<file path="config.mk">
export PLATFORM = sky130hd
export DESIGN_NAME = cbm2_bus_sched
export DESIGN_NICKNAME = d
export VERILOG_FILES = /design/src/rtl/cbm2_bus_sched.sv
export SDC_FILE = /design/constraint.sdc
export NUM_CORES = 1
export LEC_CHECK = 0
export ABC_AREA = 1
export CAP_MARGIN = 20
export CORE_MARGIN = 4
export CORE_UTILIZATION = 49
export CTS_BUF_LIST = sky130_fd_sc_hd__clkbuf_8 sky130_fd_sc_hd__clkbuf_16
export DETAILED_ROUTE_END_ITERATION = 16
export GPL_TIMING_DRIVEN = 0
export PLACE_DENSITY = 0.76
export REMOVE_ABC_BUFFERS = 1
export SLEW_MARGIN = 30
export SYNTH_ARGS = -nofsm -noshare
export SYNTH_HDL_FRONTEND = slang
export SYNTH_SLANG_ARGS = --single-unit
</file>
<file path="constraint.sdc">
create_clock -name clk_sys -period 1.35 [get_ports clk_sys]
set_clock_uncertainty 0.05 [all_clocks]
set_input_delay 0.27 -clock clk_sys [delete_from_list [all_inputs] [get_ports clk_sys]]
set_output_delay 0.27 -clock clk_sys [all_outputs]
set_load 0.02 [all_outputs]
</file>
<file path="src/rtl/cbm2_bus_sched.sv">
// cbm2_bus_sched: system-bus slot scheduler for the CBM-II core.
// Splits each CPU period into two half-slots and assigns each to VIC, CPU or DMA.
// Ports:
//   clk_sys, reset_n (sync, active-low)
//   model (0=P2, 1=B2), vic_ba (low = VIC wants phase-1 slots)
//   dma_req / dma_ack      DMA / co-CPU handshake
//   cpuCycle, vidCycle, dmaCycle, vicPhase   per-slot owner strobes
//   cpu_ce, cpu_rdy, ram_req, ram_latch      timing strobes
module cbm2_bus_sched #(
    parameter int SLOT_CLKS  = 16,
    parameter int RAM_REQ_AT = 1,
    parameter int LATCH_AT   = 14,
    parameter int BA_GRACE   = 3
) (
    input  logic clk_sys,
    input  logic reset_n,
    input  logic model,
    input  logic vic_ba,
    input  logic dma_req,
    output logic dma_ack,
    output logic cpuCycle,
    output logic vidCycle,
    output logic dmaCycle,
    output logic vicPhase,
    output logic cpu_ce,
    output logic cpu_rdy,
    output logic ram_req,
    output logic ram_latch
);

    localparam int CW = $clog2(SLOT_CLKS);
    localparam int BW = (BA_GRACE < 1) ? 1 : $clog2(BA_GRACE + 1);

    localparam logic [CW-1:0] LAST  = CW'(SLOT_CLKS - 1);
    localparam logic [CW-1:0] REQ   = CW'(RAM_REQ_AT);
    localparam logic [CW-1:0] LATCH = CW'(LATCH_AT);
    localparam logic [BW-1:0] GRACE = BW'(BA_GRACE);

    typedef enum logic {
        DMA_IDLE,
        DMA_OWN
    } dma_st_t;

    logic [CW-1:0] cnt;
    logic [BW-1:0] ba_cnt;
    logic          model_r;
    dma_st_t       dma_st;

    logic          wrap;
    logic [CW-1:0] cnt_n;
    logic          ph_n;
    logic          m_eff;
    logic [BW-1:0] ba_n;
    logic          stall;
    logic          elig;
    dma_st_t       dma_n;
    logic          cpu_c;
    logic          vid_c;
    logic          dma_c;
    logic          owned_n;
    logic          cpu_n;

    always_comb begin
        wrap  = (cnt == LAST);
        cnt_n = wrap ? '0 : cnt + 1'b1;
        ph_n  = ~vicPhase;
        // Model only changes at the start of a full period (into phase 0).
        m_eff = ph_n ? model_r : model;
        // Grace counter advances once per completed phase-1 slot with BA low.
        if (vic_ba)
            ba_n = '0;
        else if (!ph_n && ba_cnt != GRACE)
            ba_n = ba_cnt + 1'b1;
        else
            ba_n = ba_cnt;
        stall = !m_eff && ph_n && (ba_n == GRACE);
        // Slots the CPU (or DMA on its behalf) may use.
        elig  = m_eff || (ph_n && !stall);
        dma_n = dma_st;
        if (!dma_req)
            dma_n = DMA_IDLE;
        else if (dma_st == DMA_IDLE && elig)
            dma_n = DMA_OWN;
        vid_c = !elig;
        dma_c = elig && (dma_n == DMA_OWN);
        cpu_c = elig && (dma_n != DMA_OWN);
        owned_n = wrap ? 1'b1 : (cpuCycle | vidCycle | dmaCycle);
        cpu_n   = wrap ? cpu_c : cpuCycle;
    end

    always_ff @(posedge clk_sys) begin
        if (!reset_n) begin
            cnt       <= '0;
            ba_cnt    <= '0;
            model_r   <= 1'b0;
            dma_st    <= DMA_IDLE;
            dma_ack   <= 1'b0;
            cpuCycle  <= 1'b0;
            vidCycle  <= 1'b0;
            dmaCycle  <= 1'b0;
            vicPhase  <= 1'b0;
            cpu_ce    <= 1'b0;
            cpu_rdy   <= 1'b1;
            ram_req   <= 1'b0;
            ram_latch <= 1'b0;
        end else begin
            cnt       <= cnt_n;
            ram_req   <= owned_n && (cnt_n == REQ);
            ram_latch <= owned_n && (cnt_n == LATCH);
            cpu_ce    <= cpu_n && (cnt_n == LAST);
            if (wrap) begin
                vicPhase <= ph_n;
                if (!ph_n)
                    model_r <= model;
                ba_cnt   <= ba_n;
                dma_st   <= dma_n;
                dma_ack  <= (dma_n == DMA_OWN);
                cpuCycle <= cpu_c;
                vidCycle <= vid_c;
                dmaCycle <= dma_c;
                cpu_rdy  <= m_eff | vic_ba;
            end
        end
    end

endmodule

</file>
==> run_results.csv <==
group,metric,value,unit
final_layout,layout.nets,121,
yosys,ys_top_cells_by_area,"dfxtp_1 (43%), ha_1 (8.4%), inv_1 (8.1%), nand2_1 (8.1%), nor2_1 (5.6%)",
final_layout,diodes,0,
floorplan,io_pins,14,
pwr,p_sw,0.000209,W
job,cap_violations,0,
clocking,cts_root_buf,"clkbuf_8",
worst_setup_path,startpoint_type,"flop",
sta,fmax,767,MHz
place,dp_cells,121,
yosys,yosysTopAreaCell,"dfxtp_1",
clocking,cts_sinks,16,
sta,timing.slew.headroom,0.753,
sta,setup_violations,0,
yosys,syn-cell-area,741,um2
global_routing,grt_pass1_wl,2.31,mm
clocking,holdBufCountCts,0,
worst_setup_path,crit_fanout,4,
place,gp_congestion,0.810,
routing,firstDrtPassIters,4,
final_layout,syn_to_final_growth,33.4,%
routing,wire_per_inst,11.9,um
sta,hold_violations,0,
yosys,synth_warnings,0,
yosys,yosysSeqAreaShare,0.432,
pwr,intPower,0.000764,W
final_layout,fin_area,988,um2
place,dpl_cell_area,882,um2
pwr,pwr-share-comb,0.062,
worst_hold_path,hp-class,"flop to flop",
global_routing,grt_usage,0.148,
worst_setup_path,slowest_stage,"dfxtp_1",
floorplan,die_height,46.9,um
worst_setup_path,max_stage_delay,0.38,ns
routing,route.detailed.drc,0,
worst_setup_path,crit_family,"flip-flops",
yosys,synth_cell_types,20,
sta,layout_min_cycle_time,1.30,ns
sta,drv_slew,0,
pwr,power_frac_clock,0.431,
yosys,netlist_instances,94,
final_layout,drive_above_1_share,0.227,
routing,drt_iter0_drc,12,
routing,drtAntennaViolNets,0,
clocking,numCtsBuffers,3,
final_layout,final_cells,125,
pwr,peakVddDrop,0.546,mV
worst_setup_path,end_kind,"output port",
clocking,cts_tree,"yes",
pwr,p_per_area,984,mW/mm2
clocking,clockBufferDepth,2,
worst_setup_path,critical_path_class,"flop to output port",
sta,tightest_slew,0.371,ns
routing,routed_wl,1.49,mm
routing,vias,656,
final_layout,fin_util,0.723,
floorplan,start_util,0.542,
clocking,clkTransAtPathRegs,0.06,ns
clocking,h-tree-depth,1,
global_routing,first_global_vias,528,
place,numPortBuffers,13,
pwr,p_leak,0.436,nW
yosys,synth.avg_cell_area,7.88,um2
pwr,seqPwrFrac,0.507,
floorplan,fp.dieArea,0.00220,mm2
worst_setup_path,path_buf_inv,1,
yosys,synth_top_area_frac,0.432,
place,detailed_place_hpwl,1.09,mm
global_routing,grt_max_degree,11,
floorplan,placementRows,13,
floorplan,core_area,0.00137,mm2
worst_setup_path,cp.required,1.03,ns
pwr,switching_share,0.215,
outcome,status,"completed",
clocking,clkLatencyLatePin,0.25,ns
sta,fin_crit_sh,0.965,
clocking,cts_setup_buffers,0,
yosys,synth-seq-cells,16,
worst_setup_path,cp_cell_sequence,"dlygate4sd2_1",
routing,vias_per_cell,5.25,
global_routing,gr-total-overflow,0,
global_routing,antenna_found_initial,0,
worst_setup_path,critPathArrivalTime,0.98,ns
sta,rsz0062_at_grt,"true",
floorplan,fp.dieW,46.9,um
-- metal layers --
layer  vias up  GRT usage  share of wire
li1        333          -              -
met1       293      0.212           0.50
met2        28      0.211           0.42
met3         2     0.0345          0.072
met4         0     0.0663         0.0060
met5         -          0              0
-- through the flow --
step | hold WS (ns) | setup WS, ns | total power, W | setup TNS [ns]
4_1_cts | 0.415 | -0.00348 | 0.000973 | -0.00348
3_5_place_dp | 0.406 | -0.259 | 0.000558 | -1.36
2_1_floorplan | 0.313 | 0.113 | 0.000532 | 0
5_1_grt | 0.436 | -0.0257 | 0.00101 | -0.0563
3_3_place_gp | 0.394 | -0.258 | 0.000555 | -1.21
6_report | 0.406 | 0.0468 | 0.000973 | 0
-- power groups by stage --
stage,Clock [W],Sequential [W],Combinational (W)
2_1_floorplan,0,0.000499,0.0000336
4_1_cts,0.000424,0.000492,0.0000575
5_1_grt,0.000449,0.000494,0.0000671
6_report,0.000419,0.000493,0.0000605
3_3_place_gp,0,0.000500,0.0000554
3_5_place_dp,0,0.000501,0.0000569
-- kinds of logic after synthesis --
| group | synth area share |
|---|---|
| AOI/OAI and AO/OA | 0.125 |
| buffers and inverters | 0.0912 |
| DFF | 0.432 |
| and+or+nand+nor | 0.255 |
| xor gates and xnor gates | 0.0118 |
| adders and majority gates | 0.0845 |
-- worst paths after layout --
kind / startpoint / endpoint / slack (ns) / cells past startpoint
worst max-delay path: cpuCycle / cpuCycle / 0.05 / 1
worst min register to register: dma_ack / dma_ack / 0.41 / 2
worst max register to register: ba_cnt[1] / cpuCycle / 0.06 / 8
worst min-delay path: dma_ack / dma_ack / 0.41 / 2
-- layout by cell type, fill, tap and decap left out, types with 2 or more instances in the layout --
cell type,n
dfxtp_2,3
nor3_1,2
nand3_1,4
a21oi_2,2
inv_1,14
nor2_1,11
nand4_1,3
ha_1,3
clkbuf_8,4
a21oi_1,4
clkdlybuf4s50_1,3
nand2_4,2
ha_4,2
dlygate4sd2_1,9
nand2_1,14
o21ai_2,2
dfxtp_1,12
o21ai_0,4
-- synthesized netlist by cell type (all sizes together) --
| library cell | n |
|---|---|
| a21oi | 6 |
| a41oi | 1 |
| nor3 | 2 |
| nand4 | 3 |
| ha | 5 |
| or2 | 1 |
| o31ai | 1 |
| dfxtp | 16 |
| o21ai | 6 |
| inv | 16 |
| nand2 | 17 |
| nor2 | 12 |
| xnor2 | 1 |
| nand3 | 6 |
| buf | 1 |
-- timing repair --
action | 4_1_cts | 5_1_grt
pin swaps | 0 | 4
endpoints found under the setup margin | 17 | 10
resized for setup | 17 | 13
gates cloned | 0 | 0
-- registers in the layout (all words and copies together) (netlist names) --
name,cells
ba_cnt,2
cnt,4
cpuCycle,1
cpu_ce,1
cpu_rdy,1
dmaCycle,1
dma_ack,1
model_r,1
ram_latch,1
ram_req,1
vicPhase,1
vidCycle,1
-- cell type report --
class,count,area [um2]
multi-input combinational,61,404
tap,15,18.8
clock buffer,4,55.1
inverter,16,62.6
fill,124,378
timing repair buffer,13,120
sequential,16,328
Power figures use the tool's default switching activity.
